==> src/rtl/reg_scoreboard.sv <==
// Per-register pending-write scoreboard: saturating counters set at issue, cleared by two retire ports.
// Hazard/reserve outputs are combinational; counters, busy and err_underflow update on the next edge.
module reg_scoreboard #(
  parameter int CNT_W = 2
) (
  input  logic       clk,
  input  logic       reset_n,
  input  logic [4:0] rs1,
  input  logic [4:0] rs2,
  output logic       rs1_valid,
  output logic       rs2_valid,
  input  logic [4:0] rd,
  input  logic       reserve,
  output logic       reserve_ok,
  input  logic [4:0] wreg0,
  input  logic       wen0,
  input  logic [4:0] wreg1,
  input  logic       wen1,
  input  logic       flush,
  output logic       busy,
  output logic       err_underflow
);

  localparam int SW = CNT_W + 2;
  localparam logic [CNT_W-1:0] CNT_MAX = '1;

  logic [CNT_W-1:0] pend_q [32];
  logic [CNT_W-1:0] pend_d [32];
  logic             busy_q, busy_d;
  logic             err_q, err_d;
  logic [SW-1:0]    rel_rs1, rel_rs2;

  // Releases landing on a source this cycle are forwarded by the regfile write-through,
  // so they count towards clearing the hazard.
  always_comb begin
    rel_rs1 = SW'(wen0 && (wreg0 == rs1)) + SW'(wen1 && (wreg1 == rs1));
    rel_rs2 = SW'(wen0 && (wreg0 == rs2)) + SW'(wen1 && (wreg1 == rs2));
    rs1_valid  = (rs1 == 5'd0) || (rel_rs1 >= SW'(pend_q[rs1]));
    rs2_valid  = (rs2 == 5'd0) || (rel_rs2 >= SW'(pend_q[rs2]));
    reserve_ok = (rd == 5'd0) || (pend_q[rd] != CNT_MAX);
  end

  always_comb begin
    busy_d = 1'b0;
    err_d  = err_q;
    for (int r = 0; r < 32; r++) begin
      logic [SW-1:0] sum;
      logic [SW-1:0] dec;
      pend_d[r] = '0;
      sum = SW'(pend_q[r]) + SW'(reserve && reserve_ok && (rd == 5'(r)));
      dec = SW'(wen0 && (wreg0 == 5'(r))) + SW'(wen1 && (wreg1 == 5'(r)));
      // x0 is hardwired empty and flush discards everything, including releases.
      if (!flush && r != 0) begin
        if (dec > sum) begin
          err_d = 1'b1;
        end else begin
          pend_d[r] = CNT_W'(sum - dec);
        end
      end
      busy_d = busy_d | (pend_d[r] != '0);
    end
  end

  always_ff @(posedge clk or negedge reset_n) begin
    if (!reset_n) begin
      for (int r = 0; r < 32; r++) pend_q[r] <= '0;
      busy_q <= 1'b0;
      err_q  <= 1'b0;
    end else begin
      for (int r = 0; r < 32; r++) pend_q[r] <= pend_d[r];
      busy_q <= busy_d;
      err_q  <= err_d;
    end
  end

  assign busy          = busy_q;
  assign err_underflow = err_q;

endmodule

==> config.mk <==
export PLATFORM = sky130hd
export DESIGN_NAME = reg_scoreboard
export DESIGN_NICKNAME = d
export VERILOG_FILES = /design/src/rtl/reg_scoreboard.sv
export SDC_FILE = /design/constraint.sdc
export NUM_CORES = 1
export LEC_CHECK = 0
export ABC_AREA = 1
export CAP_MARGIN = 25
export CORE_UTILIZATION = 30
export CTS_BUF_LIST = sky130_fd_sc_hd__clkbuf_16
export CTS_CLUSTER_DIAMETER = 50
export DETAILED_ROUTE_END_ITERATION = 16
export PLACE_DENSITY = 0.47
export SLEW_MARGIN = 20
export SYNTH_ARGS = -nofsm -noshare
export SYNTH_HDL_FRONTEND = slang
export SYNTH_SLANG_ARGS = --single-unit
export TNS_END_PERCENT = 50
==> constraint.sdc <==
create_clock -name clk -period 3.4 [get_ports clk]
set_input_delay 0.51 -clock clk [delete_from_list [all_inputs] [get_ports clk]]
set_output_delay 0.51 -clock clk [all_outputs]
set_load 0.05 [all_outputs]
=== Yosys cells after proc, flatten, opt, wreduce, memory -nomap -nowiden ===
Cells that the tools add are included.

* Flip-flop bits (word level): 64
* Input bits: 31
* Word-level logic and storage cells: 563
* Output and inout bits: 5

* Mux-type cells: 133
* Bitwise logic cells: 33
* Reductions and logical operators: 135
* Equal/unequal tests: 98
* $add $sub $neg: 95
* Order comparisons: 36

{| class="wikitable"
|+ Operator list
! kind !! number
|-
| $eq 5x5->1 const B || 48
|-
| $mux 2 || 68
|-
| $eq 5x4->1 const B || 24
|-
| $logic_and 1x1->1 || 98
|-
| $add 2x1->3 || 31
|-
| $gt 2x3->1 || 31
|-
| $add 1x1->2 || 33
|-
| $mux 1 || 62
|-
| $reduce_bool 2->1 || 31
|-
| $sub 2x2->2 || 31
|-
| $eq 5x3->1 const B || 12
|-
| $bmux 2 s5 || 3
|-
| $eq 5x2->1 const B || 6
|-
| $or 1x1->1 || 30
|-
| $eq 5x5->1 || 4
|-
| $ge 6x6->1 const B || 3
|-
| $not 5->6 || 3
|-
| $eq 5x1->1 const B || 3
|-
| $logic_not 5->1 || 3
|-
| $ge 2x2->1 || 2
|-
| $logic_or 1x1->1 || 3
|-
| $ne 2x2->1 const B || 1
|}

=== Logic depth before layout (Yosys ltp) ===
Gate-level depths: netlist of run 1.

* Depth in word-level cells: 72
* Gate-level depth with buffers: 30
* Mapped depth without buffers: 27

=== Worst setup path before layout of run 1 ===
No wires, ideal clock.

* Path kind: input to register
* From: in rd[0]
* To: reg busy_q (netlist: busy)
* Required time: 3.275 ns
* Stages: 28
* Arrival: 3.092 ns
* Library setup time: 0.125 ns
* Path slack: 0.182 ns
* Cells stage by stage: buf_6 > inv_4 > buf_6 > nand2_1 > nand2_1 > nand2_1 > nand2_1 > nand2_1 > nand2_1 > inv_1 > nand2_1 > nand3_2 > nand3_2 > buf_6 > nor2_2 > ha_1 > ha_1 > inv_1 > ha_1 > inv_1 > o21ai_0 > nand3_1 > nand3_1 > nand2_1 > nor2_1 > nand2_1 > nor2_1 > nand3_1

* Word-level cells in the longest chain between the ends: 43

{| class="wikitable"
|+ RTL lines
! item !! RTL line !! source
|-
| start: declaration || 12 || <nowiki>input logic [4:0] rd,</nowiki>
|-
| $not 5->6 (implied by the code) || 40 || <nowiki>reserve_ok = (rd == 5'd0) || (pend_q[rd] != CNT_MAX);</nowiki>
|-
| $bmux 2 s5 || 40 ||
|-
| $mux 2 (implied by the code) (2 in a row) || 40 ||
|-
| $ne 2x2->1 || 40 ||
|-
| $logic_or 1x1->1 || 40 ||
|-
| $logic_and 1x1->1 (2 in a row) || 50 || <nowiki>sum = SW'(pend_q[r]) + SW'(reserve && reserve_ok && (rd == 5'(r)));</nowiki>
|-
| $add 2x1->3 || 50 ||
|-
| $gt 2x3->1 or $sub 2x2->2 (tied branches) || 54, 57 ||
|-
| $mux 2 || 54 || <nowiki>if (dec > sum) begin</nowiki>
|-
| $mux 2 || 53 || <nowiki>if (!flush && r != 0) begin</nowiki>
|-
| $reduce_bool 2->1 || 60 || <nowiki>busy_d = busy_d | (pend_d[r] != '0);</nowiki>
|-
| $or 1x1->1 (29 in a row) || 60 ||
|-
| $or 1x1->1 * || 60 ||
|-
| via busy_d || 29 || <nowiki>logic busy_q, busy_d;</nowiki>
|-
| end signal: assignment || 71 || <nowiki>busy_q <= busy_d;</nowiki>
|-
| end: declaration || 29 ||
|}

Mark *: on every way through the listed nets, which the timed path passes. The rest lies on a longest branch. The select of a mux whose other input is x is not followed.

=== Final worst setup path of run 1 ===
* From: in rd[3]
* To: reg busy_q (netlist: busy)

The elaborated chain is that of the path after synthesis.

==> impl_metrics.prom, run 1 <==
# TYPE chip_impl_metric gauge
chip_impl_metric{name="synth_top_area_share",unit="%"} 24.8
chip_impl_metric{name="powerDensity",unit="nW/µm²"} 192
chip_impl_metric{name="drtIter0Drc",unit=""} 811
chip_impl_metric{name="row_cnt",unit=""} 65
chip_impl_metric{name="drt-pass1-iter-count",unit=""} 6
chip_impl_metric{name="avgRoutedWirePerCell",unit="µm"} 19.2
chip_impl_metric{name="global_route.overflow_total",unit=""} 0
chip_impl_metric{name="initial_utilization",unit="%"} 30.6
chip_impl_info{name="synth_top_cell_by_area",value="sky130_fd_sc_hd__ha_1"} 1
chip_impl_metric{name="synth-seq-cells",unit=""} 64
chip_impl_metric{name="dp_hpwl",unit="µm"} 35200
chip_impl_metric{name="avgSynthCellArea",unit="µm²"} 6.18
chip_impl_metric{name="synth_compound_area_share",unit="%"} 9.15
chip_impl_metric{name="die_y",unit="µm"} 182
chip_impl_metric{name="syn_nets",unit=""} 1790
chip_impl_metric{name="layout.cells.non_filler",unit=""} 2245
chip_impl_metric{name="buffer_ports.inserted",unit=""} 35
chip_impl_metric{name="drtAntennaViolNets",unit=""} 0
chip_impl_metric{name="worst_skew_pair.late_latency",unit="ns"} 0.36
chip_impl_metric{name="synth_cell_type_count",unit=""} 34
chip_impl_info{name="endpoint_type_of_the_worst_setup_path",value="register"} 1
chip_impl_metric{name="tightestPinTransition",unit="ns"} 0.524
chip_impl_info{name="failing_checks",value="negative setup slack"} 1
chip_impl_metric{name="synthesized_area_fraction_occupied_by_xor_and_xnor_cells",unit="%"} 2.26
chip_impl_metric{name="cts_buffers",unit=""} 9
chip_impl_metric{name="cts.sinks",unit=""} 64
chip_impl_metric{name="placed_cells_incl_taps",unit=""} 2199
chip_impl_info{name="clockRootBuffer",value="sky130_fd_sc_hd__clkbuf_16"} 1
chip_impl_info{name="yosys-top-cells-area",value="sky130_fd_sc_hd__ha_1 25%, sky130_fd_sc_hd__dfrtp_1 17%, sky130_fd_sc_hd__nand2_1 16%, sky130_fd_sc_hd__inv_1 11%, sky130_fd_sc_hd__nor2_1 7.5%"} 1
chip_impl_metric{name="die_outline_area",unit="µm²"} 33000
chip_impl_info{name="cts_tree",value="built"} 1
chip_impl_metric{name="sequential_fraction_of_the_synthesis_area",unit="%"} 16.5
chip_impl_metric{name="cts-htree-levels",unit=""} 3
chip_impl_metric{name="clkTransAtPathRegs",unit="ns"} 0.07
chip_impl_metric{name="synthToLayoutAreaGrowth",unit="%"} 43.6
chip_impl_metric{name="detail_route.vias_per_cell",unit=""} 4.90
chip_impl_metric{name="grt_first_pass_wirelength",unit="µm"} 63500
chip_impl_metric{name="clockBufferDepth",unit=""} 2
chip_impl_metric{name="final-setup-viol-count",unit=""} 2
chip_impl_metric{name="via_count",unit=""} 10997
chip_impl_metric{name="grt_antenna_before_repair",unit=""} 0
chip_impl_metric{name="post_route_cells_drive_above_1_share",unit="%"} 28.1
chip_impl_metric{name="drcViolationCount",unit=""} 0
chip_impl_info{name="cp-start-kind",value="primary input"} 1
chip_impl_metric{name="timing.slew.headroom",unit="%"} 64.9
chip_impl_metric{name="area_of_the_mapped_netlist",unit="µm²"} 9690
chip_impl_metric{name="max-cap-violations",unit=""} 0
chip_impl_metric{name="critical_path_peak_fanout",unit=""} 8
chip_impl_metric{name="timing_hold_violations_final",unit=""} 0
chip_impl_metric{name="arrival",unit="ns"} 3.69
chip_impl_metric{name="antenna_cells",unit=""} 0
chip_impl_metric{name="yosys-mux-area-fraction",unit="%"} 0
chip_impl_info{name="min_path_type",value="in -> async"} 1
chip_impl_info{name="synth_top_family_by_area",value="simple AND/OR/NAND/NOR gates"} 1
chip_impl_metric{name="timing.final.ws_setup",unit="ns"} -0.0586
chip_impl_metric{name="design.portCount",unit=""} 36
chip_impl_metric{name="grt_usage",unit="%"} 26.1
chip_impl_metric{name="maxClockFrequency",unit="MHz"} 289
chip_impl_metric{name="first_global_vias",unit=""} 10541
chip_impl_metric{name="design.final.nets",unit=""} 2061
chip_impl_metric{name="grt_start_max_net_pins",unit=""} 65
chip_impl_metric{name="timing.final.max_slew_violations",unit=""} 0
chip_impl_metric{name="cellLeakagePower",unit="nW"} 7.78
chip_impl_metric{name="area_of_the_placeable_core",unit="µm²"} 31600
chip_impl_metric{name="wp_data_required",unit="ns"} 3.64
chip_impl_metric{name="post_synth_fa_ha_maj_area_fraction",unit="%"} 24.8
chip_impl_metric{name="ys.warnings.count",unit=""} 0
chip_impl_metric{name="die_x",unit="µm"} 182
chip_impl_metric{name="vdd_drop_max",unit="mV"} 0.238
chip_impl_metric{name="layout_worst_path_cycle_share",unit="%"} 102
chip_impl_metric{name="yosys.area_share.simple",unit="%"} 32.4
chip_impl_metric{name="pre_cts_worst_setup_slack",unit="ns"} -1.33
chip_impl_info{name="start_to_end_type_of_the_worst_setup_path",value="in -> reg"} 1
chip_impl_info{name="rsz0062_at_grt",value="yes"} 1
chip_impl_info{name="run_status",value="finished with violations"} 1
chip_impl_metric{name="netlist_instances",unit=""} 1567
chip_impl_metric{name="post-route-min-period",unit="ns"} 3.46
chip_impl_metric{name="holdBufCountCts",unit=""} 0
chip_impl_metric{name="final.setup_skew",unit="ns"} 0.0113
chip_impl_metric{name="route.final.wire_length",unit="µm"} 43200
chip_impl_metric{name="gp_congestion",unit=""} 0.959
-- cell families (layout without fill, tap and decap cells) --
logic type,after synthesis,in the layout
and+or+nand+nor,760,760
buffers and inverters,363,639
adders and majority gates,192,192
AOI/OAI and AO/OA,163,163
DFF,64,64
xor gates and xnor gates,25,25
-- placed cells by master (no fill, tap or decap), types with 12 or more instances in the layout --
| cell type | instances |
|---|---|
| sky130_fd_sc_hd__dfrtp_1 | 64 |
| sky130_fd_sc_hd__o21ai_2 | 22 |
| sky130_fd_sc_hd__o21ai_0 | 37 |
| sky130_fd_sc_hd__buf_6 | 14 |
| sky130_fd_sc_hd__buf_12 | 14 |
| sky130_fd_sc_hd__nand3_2 | 17 |
| sky130_fd_sc_hd__inv_1 | 275 |
| sky130_fd_sc_hd__nand3_1 | 105 |
| sky130_fd_sc_hd__nor2_2 | 34 |
| sky130_fd_sc_hd__o211ai_1 | 14 |
| sky130_fd_sc_hd__nand2_1 | 373 |
| sky130_fd_sc_hd__inv_2 | 23 |
| sky130_fd_sc_hd__xor2_1 | 15 |
| sky130_fd_sc_hd__buf_4 | 256 |
| sky130_fd_sc_hd__clkdlybuf4s50_1 | 15 |
| sky130_fd_sc_hd__a21oi_1 | 56 |
| sky130_fd_sc_hd__o21ai_1 | 12 |
| sky130_fd_sc_hd__nor2_1 | 161 |
| sky130_fd_sc_hd__ha_4 | 34 |
| sky130_fd_sc_hd__ha_1 | 147 |
| sky130_fd_sc_hd__nand2_2 | 34 |
-- worst max-delay path, cell delays in order --
cell and delay [ns]:
sky130_fd_sc_hd__clkdlybuf4s15_1 0.27, sky130_fd_sc_hd__nor2_1 0.14, sky130_fd_sc_hd__buf_4 0.17, sky130_fd_sc_hd__buf_4 0.12, sky130_fd_sc_hd__nand2_1 0.05, sky130_fd_sc_hd__nand2_1 0.06
sky130_fd_sc_hd__inv_1 0.04, sky130_fd_sc_hd__nand2_1 0.06, sky130_fd_sc_hd__nand3_2 0.11, sky130_fd_sc_hd__nand3_4 0.18, sky130_fd_sc_hd__clkbuf_16 0.19, sky130_fd_sc_hd__nor2_2 0.04
sky130_fd_sc_hd__ha_1 0.18, sky130_fd_sc_hd__ha_1 0.27, sky130_fd_sc_hd__inv_1 0.04, sky130_fd_sc_hd__ha_1 0.28, sky130_fd_sc_hd__inv_1 0.04, sky130_fd_sc_hd__o21ai_1 0.15
sky130_fd_sc_hd__nand3_1 0.15, sky130_fd_sc_hd__nand3_2 0.11, sky130_fd_sc_hd__nand2_1 0.07, sky130_fd_sc_hd__nor2_2 0.18, sky130_fd_sc_hd__nand2_1 0.09, sky130_fd_sc_hd__nor2_2 0.12
sky130_fd_sc_hd__nand3_2 0.07
-- worst paths after layout --
kind                                from            end  slack, ns  depth (start not counted)
max                                rd[3]           busy      -0.06                         25
min                              reset_n      pend_q[6]       0.02                          1
min reg2reg                err_underflow  err_underflow       0.47                          2
max reg2reg                   pend_q[22]           busy       0.01                         25
max in group asynchronous        reset_n     pend_q[49]       2.81                          2
min in group clk           err_underflow  err_underflow       0.47                          2
-- sequential cells by signal (all words and copies together) (netlist names) --
register       flops
pend_q            62
busy               1
err_underflow      1
-- cell usage after synthesis --
cell	count
sky130_fd_sc_hd__buf_6	8
sky130_fd_sc_hd__o22ai_1	3
sky130_fd_sc_hd__nand4_1	8
sky130_fd_sc_hd__buf_2	11
sky130_fd_sc_hd__inv_2	3
sky130_fd_sc_hd__clkbuf_1	37
sky130_fd_sc_hd__dfrtp_1	64
sky130_fd_sc_hd__o211ai_1	14
sky130_fd_sc_hd__buf_4	2
sky130_fd_sc_hd__clkinv_1	3
sky130_fd_sc_hd__nor3_1	3
sky130_fd_sc_hd__buf_1	2
sky130_fd_sc_hd__and2_1	1
sky130_fd_sc_hd__nand2_1	407
sky130_fd_sc_hd__nor2_8	1
sky130_fd_sc_hd__nor2_4	1
sky130_fd_sc_hd__o2111ai_1	3
sky130_fd_sc_hd__o21ai_0	73
sky130_fd_sc_hd__nor4_1	6
sky130_fd_sc_hd__inv_4	1
sky130_fd_sc_hd__nand3_1	119
sky130_fd_sc_hd__nand3_2	4
sky130_fd_sc_hd__ha_1	192
sky130_fd_sc_hd__a22oi_1	4
sky130_fd_sc_hd__xnor2_1	10
sky130_fd_sc_hd__or2_2	2
sky130_fd_sc_hd__a221oi_1	2
sky130_fd_sc_hd__inv_1	296
sky130_fd_sc_hd__o221ai_1	1
sky130_fd_sc_hd__xor2_1	15
sky130_fd_sc_hd__nor2_1	194
sky130_fd_sc_hd__a21oi_1	63
sky130_fd_sc_hd__nand3b_1	3
sky130_fd_sc_hd__nor2_2	11
-- routing by layer --
| metal | GRT usage (%) | up-vias | routed length, µm |
|---|---|---|---|
| li1 | - | 5443 | - |
| met1 | 35.1 | 5152 | 19500 |
| met4 | 9.29 | 0 | 1640 |
| met5 | 0 | - | 0 |
| met3 | 2.71 | 72 | 2460 |
| met2 | 43.2 | 330 | 19600 |
-- area by class of cell --
cell class | count | area [µm²]
repair buffers | 320 | 2810
flip-flops and latches | 64 | 1600
fillers | 3289 | 17700
well taps | 402 | 503
multi-input cells | 1140 | 7560
clock inverters | 7 | 56.3
clock buffers | 9 | 225
inverters | 303 | 1160
-- where the power goes --
group	total (mW)	switching (mW)	internal, mW
clock	0.946	0.445	0.501
combinational	0.933	0.554	0.378
sequential	0.789	0.0149	0.775
total	2.67	1.01	1.65
-- stage by stage --
step | power (mW) | hold slack [ns] | TNS [ns] | area [µm²] | utilization (%)
2_1_floorplan | 1.20 | 0.214 | 0 | 9690 | -
3_3_place_gp | 1.62 | 0.465 | -25.63 | 12300 | 38.9
3_5_place_dp | 1.61 | 0.465 | -26.56 | 12300 | 38.9
4_1_cts | 2.59 | 0.348 | -0.0386 | 12900 | 40.6
5_1_grt | 2.77 | 0.0431 | -0.436 | 13900 | 44.0
6_report | 2.67 | 0.0204 | -0.0773 | 13900 | 44.0
-- repair_timing --
item	in CTS	in global routing
pin swaps	26	96
endpoints found under the setup margin	38	6
setup buffers	11	15
gates cloned	1	2
resized for setup	74	212
Note: power is estimated with default switching activity, not from simulation.
==> run 2: changes to the inputs <==
CORE_MARGIN = 4   (was not set)
SLEW_MARGIN = 30   (was 20)
==> run 2 against run 1 <==
Utilization grew 0.67 points. Critical path type unchanged. Cell count grew 2.3%. Via count is essentially flat. Largest power group unchanged. Die area grew 6.7%. Clock power grew 19%. Register-to-register slack lost 0.11 ns. Flip-flop and latch count is the same. The flow still finishes with violations (negative setup slack). Setup slack lost 0.13 ns.
==> impl_metrics.prom, run 2 (same netlist as run 1, synthesis figures left out) <==
# TYPE chip_impl_metric gauge
chip_impl_metric{name="worst_skew_pair.late_latency",unit="ns"} 0.36
chip_impl_metric{name="design.final.nets",unit=""} 2113
chip_impl_metric{name="detail_route.vias_per_cell",unit=""} 4.79
chip_impl_info{name="largest_register",value="pend_q"} 1
chip_impl_metric{name="fillers",unit=""} 3287
chip_impl_info{name="cpMostUsedCell",value="sky130_fd_sc_hd__nand2_1"} 1
chip_impl_info{name="rsz0062_at_grt",value="yes"} 1
chip_impl_metric{name="cellLeakagePower",unit="nW"} 8.07
chip_impl_metric{name="placement.cell_area",unit="µm²"} 12700
chip_impl_metric{name="timing_hold_violations_final",unit=""} 0
chip_impl_metric{name="timing.final.max_slew_violations",unit=""} 0
chip_impl_metric{name="grt_usage",unit="%"} 24.0
chip_impl_metric{name="timing.final.ws_setup",unit="ns"} -0.193
chip_impl_metric{name="grt_antenna_before_repair",unit=""} 0
chip_impl_metric{name="tightestPinTransition",unit="ns"} 0.753
chip_impl_metric{name="wp_data_required",unit="ns"} 3.63
chip_impl_metric{name="number_of_flip_flops_in_the_largest_register",unit=""} 62
chip_impl_metric{name="holdBufCountCts",unit=""} 0
chip_impl_metric{name="dp_hpwl",unit="µm"} 35100
chip_impl_metric{name="die_outline_area",unit="µm²"} 35200
chip_impl_metric{name="maxClockFrequency",unit="MHz"} 278
chip_impl_metric{name="clkTransAtPathRegs",unit="ns"} 0.05
chip_impl_metric{name="grt_start_max_net_pins",unit=""} 65
chip_impl_info{name="endpoint_type_of_the_worst_setup_path",value="register"} 1
chip_impl_info{name="min_path_type",value="in -> async"} 1
chip_impl_info{name="failing_checks",value="negative setup slack"} 1
chip_impl_metric{name="drtAntennaViolNets",unit=""} 0
chip_impl_metric{name="global_route.overflow_total",unit=""} 0
chip_impl_metric{name="buffer_ports.inserted",unit=""} 35
chip_impl_info{name="start_to_end_type_of_the_worst_setup_path",value="in -> reg"} 1
chip_impl_metric{name="initial_utilization",unit="%"} 30.6
chip_impl_metric{name="vdd_drop_max",unit="mV"} 0.223
chip_impl_metric{name="timing.slew.headroom",unit="%"} 49.8
chip_impl_metric{name="post_layout_total_power",unit="mW"} 2.86
chip_impl_metric{name="cts-htree-levels",unit=""} 3
chip_impl_metric{name="drtIter0Drc",unit=""} 828
chip_impl_metric{name="post-route-min-period",unit="ns"} 3.59
chip_impl_info{name="run_status",value="finished with violations"} 1
chip_impl_metric{name="arrival",unit="ns"} 3.82
chip_impl_info{name="cp-start-kind",value="primary input"} 1
chip_impl_metric{name="antenna_cells",unit=""} 0
chip_impl_metric{name="finalInstanceArea",unit="µm²"} 14200
chip_impl_info{name="commonest_non_fill_non_tap_cells_in_the_layout",value="379 x sky130_fd_sc_hd__nand2_1, 306 x sky130_fd_sc_hd__buf_4, 274 x sky130_fd_sc_hd__inv_1, 167 x sky130_fd_sc_hd__nor2_1, 160 x sky130_fd_sc_hd__ha_1"} 1
chip_impl_info{name="cp_top_family",value="simple AND/OR/NAND/NOR gates"} 1
chip_impl_info{name="cts_tree",value="built"} 1
chip_impl_metric{name="rrSetupSlack",unit="ns"} -0.10
chip_impl_metric{name="final-setup-viol-count",unit=""} 4
chip_impl_metric{name="max-cap-violations",unit=""} 0
chip_impl_metric{name="area_of_the_placeable_core",unit="µm²"} 31700
chip_impl_metric{name="row_cnt",unit=""} 65
chip_impl_metric{name="cts_buffers",unit=""} 9
chip_impl_metric{name="clockBufferDepth",unit=""} 2
chip_impl_metric{name="die_x",unit="µm"} 188
chip_impl_metric{name="synthToLayoutAreaGrowth",unit="%"} 46.2
chip_impl_info{name="clockRootBuffer",value="sky130_fd_sc_hd__clkbuf_16"} 1
chip_impl_metric{name="design.portCount",unit=""} 36
chip_impl_metric{name="die_y",unit="µm"} 188
chip_impl_metric{name="powerDensity",unit="nW/µm²"} 202
chip_impl_metric{name="drcViolationCount",unit=""} 0
chip_impl_metric{name="route.final.wire_length",unit="µm"} 43400
chip_impl_info{name="crit_slowest_cell",value="sky130_fd_sc_hd__ha_1"} 1
chip_impl_metric{name="layout_worst_path_cycle_share",unit="%"} 106
chip_impl_metric{name="cts.sinks",unit=""} 64
chip_impl_metric{name="critical_path_max_stage_delay",unit="ns"} 0.29
chip_impl_info{name="layout_commonest_cell",value="sky130_fd_sc_hd__nand2_1"} 1
chip_impl_metric{name="avgRoutedWirePerCell",unit="µm"} 18.9
chip_impl_metric{name="drt-pass1-iter-count",unit=""} 6
chip_impl_metric{name="via_count",unit=""} 11000
chip_impl_metric{name="first_global_vias",unit=""} 10727
chip_impl_metric{name="crit_buf_inv",unit=""} 7
chip_impl_metric{name="gp_congestion",unit=""} 0.955
chip_impl_metric{name="grt_first_pass_wirelength",unit="µm"} 63600
chip_impl_metric{name="post_route_cells_drive_above_1_share",unit="%"} 27.3
chip_impl_metric{name="final.setup_skew",unit="ns"} 0.0151
chip_impl_metric{name="critical_path_peak_fanout",unit=""} 7
==> run 2: changes by cell type in the layout (fill, tap and decap cells not counted), moves of 6 or more <==
cell                      previous run  this run
sky130_fd_sc_hd__buf_4             256       306
sky130_fd_sc_hd__ha_1              147       160
sky130_fd_sc_hd__ha_4               34        25
sky130_fd_sc_hd__nand2_1           373       379
sky130_fd_sc_hd__nand2_2            34        25
sky130_fd_sc_hd__nand3_1           105       111
sky130_fd_sc_hd__nand3_2            17        11
sky130_fd_sc_hd__nor2_1            161       167
sky130_fd_sc_hd__nor2_2             34        25
sky130_fd_sc_hd__o21ai_0            37        48
sky130_fd_sc_hd__o21ai_2            22        10
==> run 2: report_power, final <==
group          total [mW]  switching (mW)  leakage (nW)  internal [mW]
logic               0.941           0.546          7.03          0.395
registers           0.789          0.0144         0.883          0.775
clock network        1.13           0.416         0.161          0.711
total                2.86           0.976          8.07           1.88
==> run 2: layout make-up <==
cell class	instances	area [µm²]	share of cell area [%]
Tap cell	402	503	3.55
Clock inverter	7	110	0.777
Clock buffer	9	225	1.59
Multi-Input combinational cell	1140	7310	51.6
Inverter	303	1160	8.20
Sequential cell	64	1600	11.3
Timing Repair Buffer	372	3250	22.9
==> run 2: routing by layer <==
metal,global-route usage [%],wire [µm],vias up,share of wire [%]
met5,0,0,-,0
met4,9.99,2150,0,5.0
met3,3.63,2600,89,6.0
met2,38.4,19100,345,44
met1,32.2,19600,5025,45
li1,-,-,5541,-
==> run 2: stage by stage <==
stage / hold WS (ns) / setup slack [ns] / setup TNS [ns] / instances / util (%)
after floorplan: 0.214 / 0.182 / 0 / 1567 / -
after global placement: 0.484 / -1.18 / -33.25 / 2244 / 39.9
after detailed placement: 0.470 / -1.19 / -31.90 / 2244 / 39.9
after CTS: 0.209 / -0.0774 / -0.144 / 2289 / 43.2
after global routing: 0.244 / -0.373 / -1.19 / 2297 / 44.7
final: 0.199 / -0.193 / -0.348 / 2297 / 44.7
==> run 2: path summary, 6_finish.rpt <==
kind	from	endpoint	cells past startpoint
max	rd[0]	busy	28
min	reset_n	pend_q[4]	1
max reg2reg	pend_q[22]	busy	26
min reg2reg	err_underflow	err_underflow	2
max in group asynchronous	reset_n	pend_q[38]	1
min in group clk	err_underflow	err_underflow	2
==> run 2: repair_timing <==
| action | in CTS | in global routing |
|---|---|---|
| gates cloned | 4 | 2 |
| setup buffers | 25 | 9 |
| pin swaps | 40 | 72 |
| endpoints found under the setup margin | 61 | 12 |
| resized for setup | 121 | 118 |
==> run 3: changes to the inputs <==
--- a/config.mk
+++ b/config.mk
@@ -8,5 +8,5 @@
 export ABC_AREA = 1
 export CAP_MARGIN = 25
-export CORE_MARGIN = 4
+export CORE_MARGIN = 5
 export CORE_UTILIZATION = 30
 export CTS_BUF_LIST = sky130_fd_sc_hd__clkbuf_16
==> constraint.sdc (replaced) <==
create_clock -name clk -period 3.4 [get_ports clk]
set_input_delay 0.51 -clock clk [delete_from_list [all_inputs] [get_ports clk]]
set_output_delay 0.51 -clock clk [all_outputs]
set_load 0.01 [all_outputs]
==> run 3 against run 2 <==
The flow still finishes with violations (negative setup slack). Total power shrank 9.3%. Sequential power is essentially flat. Global-route usage shrank 0.41 points. Fmax grew 4.2%. Critical path depth shrank 1. Register-to-register slack gained 0.09 ns. Clock-buffer cell count is the same. Utilization grew 0.15 points. Cell area grew 0.34%. Critical endpoint unchanged. Largest power group is now combinational logic. Highest routed layer unchanged.
==> impl_metrics.prom, run 3 (same netlist as run 1, synthesis figures left out) <==
# TYPE chip_impl_metric gauge
chip_impl_metric{name="cellLeakagePower",unit="nW"} 7.82
chip_impl_info{name="run_status",value="finished with violations"} 1
chip_impl_metric{name="die_outline_area",unit="µm²"} 36000
chip_impl_metric{name="die_x",unit="µm"} 190
chip_impl_metric{name="powerDensity",unit="nW/µm²"} 182
chip_impl_metric{name="placed_cells_incl_taps",unit=""} 2248
chip_impl_metric{name="timing.slew.headroom",unit="%"} 51.3
chip_impl_metric{name="first_global_vias",unit=""} 10416
chip_impl_metric{name="timing_hold_violations_final",unit=""} 0
chip_impl_metric{name="design.portCount",unit=""} 36
chip_impl_info{name="clockRootBuffer",value="sky130_fd_sc_hd__clkbuf_16"} 1
chip_impl_metric{name="placement.cell_area",unit="µm²"} 12700
chip_impl_metric{name="p_sw",unit="µW"} 947
chip_impl_metric{name="drtIter0Drc",unit=""} 985
chip_impl_metric{name="timing.final.max_slew_violations",unit=""} 0
chip_impl_metric{name="crit_buf_inv",unit=""} 7
chip_impl_metric{name="timing.final.ws_setup",unit="ns"} -0.0489
chip_impl_metric{name="grt_first_pass_wirelength",unit="µm"} 63300
chip_impl_metric{name="wp_data_required",unit="ns"} 3.64
chip_impl_metric{name="global_route.overflow_total",unit=""} 0
chip_impl_info{name="cp_top_family",value="simple AND/OR/NAND/NOR gates"} 1
chip_impl_info{name="layout_commonest_cell",value="sky130_fd_sc_hd__nand2_1"} 1
chip_impl_metric{name="post-route-min-period",unit="ns"} 3.45
chip_impl_info{name="rsz0062_at_grt",value="yes"} 1
chip_impl_metric{name="buffer_ports.inserted",unit=""} 35
chip_impl_metric{name="maxClockFrequency",unit="MHz"} 290
chip_impl_metric{name="worst_skew_pair.late_latency",unit="ns"} 0.36
chip_impl_metric{name="worst_r2r_path_depth",unit=""} 26
chip_impl_metric{name="comb_power_share",unit="%"} 35.5
chip_impl_metric{name="final-setup-viol-count",unit=""} 1
chip_impl_metric{name="initial_utilization",unit="%"} 30.6
chip_impl_metric{name="number_of_flip_flops_in_the_largest_register",unit=""} 62
chip_impl_info{name="reg2reg_from",value="pend_q[47]"} 1
chip_impl_metric{name="drt-pass1-iter-count",unit=""} 6
chip_impl_metric{name="dp_hpwl",unit="µm"} 35900
chip_impl_metric{name="tightestPinTransition",unit="ns"} 0.730
chip_impl_info{name="start_to_end_type_of_the_worst_setup_path",value="in -> reg"} 1
chip_impl_metric{name="avgRoutedWirePerCell",unit="µm"} 19.3
chip_impl_info{name="worstSetupStartpoint",value="rd[0]"} 1
chip_impl_info{name="cp-start-kind",value="primary input"} 1
chip_impl_metric{name="layout.cells.non_filler",unit=""} 2280
chip_impl_info{name="failing_checks",value="negative setup slack"} 1
chip_impl_metric{name="p_sw_share",unit="%"} 36.5
chip_impl_metric{name="arrival",unit="ns"} 3.69
chip_impl_metric{name="multiInputGateArea",unit="µm²"} 7690
chip_impl_metric{name="finalInstanceArea",unit="µm²"} 14200
chip_impl_metric{name="clockBufferDepth",unit=""} 2
chip_impl_metric{name="timing.critical_path.depth",unit=""} 27
chip_impl_metric{name="critical_path_peak_fanout",unit=""} 15
chip_impl_metric{name="gp_congestion",unit=""} 0.947
chip_impl_info{name="largest_register",value="pend_q"} 1
chip_impl_metric{name="detail_route.vias_per_cell",unit=""} 4.91
chip_impl_metric{name="drcViolationCount",unit=""} 0
chip_impl_metric{name="antenna_cells",unit=""} 0
chip_impl_metric{name="final.setup_skew",unit="ns"} 0.0103
chip_impl_metric{name="grt_antenna_before_repair",unit=""} 0
chip_impl_metric{name="fillers",unit=""} 3287
chip_impl_metric{name="cts_buffers",unit=""} 9
chip_impl_info{name="min_path_type",value="in -> async"} 1
chip_impl_metric{name="grt_start_max_net_pins",unit=""} 65
chip_impl_metric{name="cts-htree-levels",unit=""} 3
chip_impl_metric{name="die_y",unit="µm"} 190
chip_impl_info{name="commonest_non_fill_non_tap_cells_in_the_layout",value="373 x sky130_fd_sc_hd__nand2_1, 296 x sky130_fd_sc_hd__buf_4, 270 x sky130_fd_sc_hd__inv_1, 165 x sky130_fd_sc_hd__nor2_1, 143 x sky130_fd_sc_hd__ha_1"} 1
chip_impl_info{name="cpMostUsedCell",value="sky130_fd_sc_hd__nand2_1"} 1
chip_impl_metric{name="post_route_cells_drive_above_1_share",unit="%"} 29.4
chip_impl_info{name="endpoint_type_of_the_worst_setup_path",value="register"} 1
chip_impl_metric{name="row_cnt",unit=""} 65
chip_impl_info{name="crit_slowest_cell",value="sky130_fd_sc_hd__ha_1"} 1
chip_impl_metric{name="finalCoreUtilization",unit="%"} 44.8
chip_impl_metric{name="via_count",unit=""} 11204
chip_impl_metric{name="holdBufCountCts",unit=""} 0
chip_impl_metric{name="area_of_the_placeable_core",unit="µm²"} 31700
chip_impl_metric{name="design.final.nets",unit=""} 2096
chip_impl_metric{name="layout.area.seq",unit="µm²"} 1600
chip_impl_metric{name="drtAntennaViolNets",unit=""} 0
chip_impl_metric{name="power.share.sequential",unit="%"} 30.5
chip_impl_metric{name="clkTransAtPathRegs",unit="ns"} 0.06
chip_impl_metric{name="cts.sinks",unit=""} 64
chip_impl_metric{name="layout_worst_path_cycle_share",unit="%"} 101
chip_impl_metric{name="grt_usage",unit="%"} 23.6
chip_impl_metric{name="synthToLayoutAreaGrowth",unit="%"} 46.7
chip_impl_metric{name="critical_path_max_stage_delay",unit="ns"} 0.27
chip_impl_metric{name="p_clk_share",unit="%"} 34.0
chip_impl_metric{name="max-cap-violations",unit=""} 0
chip_impl_metric{name="vdd_drop_max",unit="mV"} 0.195
chip_impl_metric{name="route.final.wire_length",unit="µm"} 44000
chip_impl_metric{name="post_layout_total_power",unit="mW"} 2.59
chip_impl_metric{name="power_report.internal_total",unit="mW"} 1.65
chip_impl_info{name="cts_tree",value="built"} 1
-- run 3: cell types whose count changed in the layout (fill, tap and decap cells not counted), moves of 6 or more --
cell,previous run,this run
sky130_fd_sc_hd__nand3_1,111,102
sky130_fd_sc_hd__nand2_1,379,373
sky130_fd_sc_hd__buf_4,306,296
sky130_fd_sc_hd__nand2_2,25,33
sky130_fd_sc_hd__nand3_2,11,19
sky130_fd_sc_hd__clkdlybuf4s50_1,13,20
sky130_fd_sc_hd__o21ai_0,48,41
sky130_fd_sc_hd__o21ai_2,10,18
sky130_fd_sc_hd__dlymetal6s2s_1,8,1
sky130_fd_sc_hd__ha_1,160,143
sky130_fd_sc_hd__ha_4,25,42
-- run 3: worst reg2reg max path, delay by kind of cell (launching register included) --
family / cells / cell delay, ns
adder cells (fa/ha/maj): 3 / 0.66
buffers and inverters: 6 / 0.64
AO/OA/AOI/OAI: 1 / 0.16
AND/OR/NAND/NOR: 15 / 1.31
flip-flops: 1 / 0.35
XOR/XNOR: 1 / 0.17
-- run 3: path summary, 6_finish.rpt --
check / to / slack [ns]
setup / recovery: busy / -0.05
hold / removal: err_underflow / 0.17
setup reg to reg: busy / -0.01
hold reg to reg: err_underflow / 0.46
max in group asynchronous: pend_q[49] / 2.70
min in group clk: err_underflow / 0.46
-- run 3: power by group through the flow --
stage                     Combinational (mW)  Sequential [mW]  Clock, mW
after floorplan                        0.377            0.800          0
after global placement                 0.817            0.806          0
after detailed placement               0.817            0.804          0
after CTS                              0.839            0.791      0.898
after global routing                   0.991            0.792      0.922
final                                  0.919            0.790      0.883
-- run 3: stage by stage --
step | TNS (ns) | hold slack [ns] | setup WS [ns]
after floorplan | 0 | 0.214 | 0.182
after global placement | -32.67 | 0.457 | -1.20
after detailed placement | -33.69 | 0.454 | -1.21
after CTS | -0.571 | 0.205 | -0.291
after global routing | -0.403 | 0.227 | -0.167
final | -0.0489 | 0.166 | -0.0489
-- run 3: per-layer routing --
| layer | global-route usage (%) | share of wire [%] |
|---|---|---|
| met1 | 33.0 | 45 |
| met2 | 38.0 | 45 |
| met3 | 2.97 | 6.8 |
| met4 | 7.21 | 3.2 |
| met5 | 0 | 0 |
-- run 3: repair_timing --
item                       in CTS  in global routing
resized for setup              56                250
setup endpoints to repair      59                 51
pin swaps                       8                103
gates cloned                    1                  3
setup buffers                   3                 11
-- run 3: cell type report --
cell class | instances | area share (%)
multi-input cells | 1140 | 54.1
flip-flops and latches | 64 | 11.3
repair buffers | 355 | 21.1
inverters | 303 | 8.19
clock buffers | 9 | 1.58
clock inverters | 7 | 0.220
well taps | 402 | 3.54
==> RTL change (flow settings as in run 1) <==
Add an input register stage for `wen0`, cleared by the reset; this delays it by one clock. The other inputs are not delayed to match.
--- a/src/rtl/reg_scoreboard.sv
+++ b/src/rtl/reg_scoreboard.sv
@@ -26,2 +26,12 @@
 
+  logic wen0_q;
+
+  always_ff @(posedge clk or negedge reset_n) begin
+    if (!reset_n) begin
+      wen0_q <= '0;
+    end else begin
+      wen0_q <= wen0;
+    end
+  end
+
   logic [CNT_W-1:0] pend_q [32];
@@ -35,4 +45,4 @@
   always_comb begin
-    rel_rs1 = SW'(wen0 && (wreg0 == rs1)) + SW'(wen1 && (wreg1 == rs1));
-    rel_rs2 = SW'(wen0 && (wreg0 == rs2)) + SW'(wen1 && (wreg1 == rs2));
+    rel_rs1 = SW'(wen0_q && (wreg0 == rs1)) + SW'(wen1 && (wreg1 == rs1));
+    rel_rs2 = SW'(wen0_q && (wreg0 == rs2)) + SW'(wen1 && (wreg1 == rs2));
     rs1_valid  = (rs1 == 5'd0) || (rel_rs1 >= SW'(pend_q[rs1]));
@@ -50,3 +60,3 @@
       sum = SW'(pend_q[r]) + SW'(reserve && reserve_ok && (rd == 5'(r)));
-      dec = SW'(wen0 && (wreg0 == 5'(r))) + SW'(wen1 && (wreg1 == 5'(r)));
+      dec = SW'(wen0_q && (wreg0 == 5'(r))) + SW'(wen1 && (wreg1 == 5'(r)));
       // x0 is hardwired empty and flush discards everything, including releases.
Formal check against the unedited RTL: not equivalent (a bounded check fails within 4 cycles, from zero or initial values and one cycle with reset_n low).
==> RTL change against run 1 <==
The flow still finishes with violations (setup timing). Synthesized area grew 0.14%. Final area increased by 1.3%. Wire length fell by 2.0%. Sequential cell count increased by 1. Power down 0.31%. Highest routed layer is now met5. Sequential power rose by 2%. Worst hold slack better by 0.093 ns. Worst setup slack better by 0.035 ns. Global-route usage fell by 0.58 points.
==> RTL change: results (changes against run 1) <==
* Slowest-stage cell, CP: ha_4
* TritonCTS buffer count at 9 (unchanged)
* Leakage power total at 7.80 nW (+0.21%)
* DR vias/cell at 4.99 (+1.8%)
* Slew headroom at 0.630 (-0.0193)
* Post-Syn Area per Cell at 6.22 um2 (+0.53%)
* Syn_nets at 1784 (-0.34%)
* Synth top cells by count: 381 x nand2_1, 321 x inv_1, 192 x ha_1
* Placer Congestion at 1.01 (+5.2%)
* Setup violators final at 1 (-1)
* Placed Cells at 2196 (-0.14%)
* First-pass GRT wire length at 62.2 mm (-2.1%)
* GRT met2 Usage at 0.409 (-0.0223)
* R2R Setup Slk at 0.04 ns (+0.03 ns)
* Total track usage at 0.255 (-0.00584)
* Initial DRC count at 973 (+20%)
* Largest stage delay on the critical path at 0.25 ns (-0.03 ns)
* Final Skew at 0.0119 ns (+0.000596 ns)
* Routed vias at 11200 (+1.5%)
* Final hold violation count at 0 (unchanged)
* Setup ws final at -0.0232 ns (+0.0354 ns)
* Sequential fraction of the synthesis area at 0.168 (+0.00234)
* Setup TNS at -0.0232 ns (+0.0541 ns)
* Clock Pin Slew Worst Setup and Hold Paths at 0.06 ns
* Clk_lat worst skew at 0.35 ns
* Initial antenna violation count at 1 (+1)
* Worst VDD drop at 0.223 mV (-6.1%)
* Layout cell share with drive strength beyond 1 at 0.285 (+0.00449)
* Number of global-route vias before repair at 10500 (-0.58%)
* GR Util met1 at 0.345 (-0.00613)
* Arr. time, crit path at 3.66 ns (-0.03 ns)
* Top post-synthesis cells by area: ha_1 25%, dfrtp_1 17%, nand2_1 15%
* Run status: complete, but fails checks
* Met3 usage at 0.0345 (+0.00742)
* Failing checks: setup timing
* Largest net degree at the start of global routing at 66 (+1.5%)
* Drt total wl at 42.3 mm (-2.0%)
## RTL change: logic make-up after synthesis
family,synth area share
AND/OR/NAND/NOR,0.307
buffers and inverters,0.155
adder cells (fa/ha/maj),0.248
AO/OA/AOI/OAI,0.102
flip-flops,0.168
XOR/XNOR,0.0217
## RTL change: worst paths after layout
check / startpoint / to / cells past startpoint
min: reset_n / pend_q[43] / 1
max: rd[0] / busy / 27
max reg2reg: pend_q[53] / busy / 23
min in group clk: wen0 / wen0_q / 1
min reg2reg: err_underflow / err_underflow / 2
max in group asynchronous: reset_n / pend_q[25] / 2
## RTL change: layer usage
layer / vias up / wire length (um)
li1: 5430 / -
met3: 111 / 3160
met4: 2 / 1980
met5: - / 13
met1: 5140 / 18500
met2: 476 / 18600
## RTL change: what timing repair did
action,in CTS,in global routing
resized for setup,96,229
buffers inserted,9,12
setup endpoints to repair,55,9
cloned,7,1
pin swaps,30,120
## RTL change: report_power, final
group	leakage, nW	total (mW)	internal [mW]	switching [mW]
Combinational	6.77	0.960	0.396	0.564
Clock	0.131	0.896	0.481	0.415
Sequential	0.895	0.803	0.787	0.0159
## RTL change: layout make-up
cell class / count / area (um2)
clock inverter: 6 / 28.8
inverter: 324 / 1220
fill: 3273 / 17600
clock buffer: 9 / 225
sequential: 65 / 1630
tap: 402 / 503
multi-input combinational: 1116 / 7620
timing repair buffer: 315 / 2870
## RTL change: per-stage QoR
stage,hold WS (ns),worst slack (ns),cell area (um2)
after floorplan,0.214,0.205,9710
after global placement,0.584,-1.08,12400
after detailed placement,0.606,-1.11,12400
after CTS,0.380,-0.153,13100
after global routing,0.139,-0.169,14100
final,0.114,-0.0232,14100
## RTL change: worst register-to-register path: cells and delay by family (launching register included)
kind                     cells  cell delay [ns]
AND/OR/NAND/NOR             17             1.85
adder cells (fa/ha/maj)      3             0.56
buffers and inverters        3             0.42
flip-flops                   1             0.42
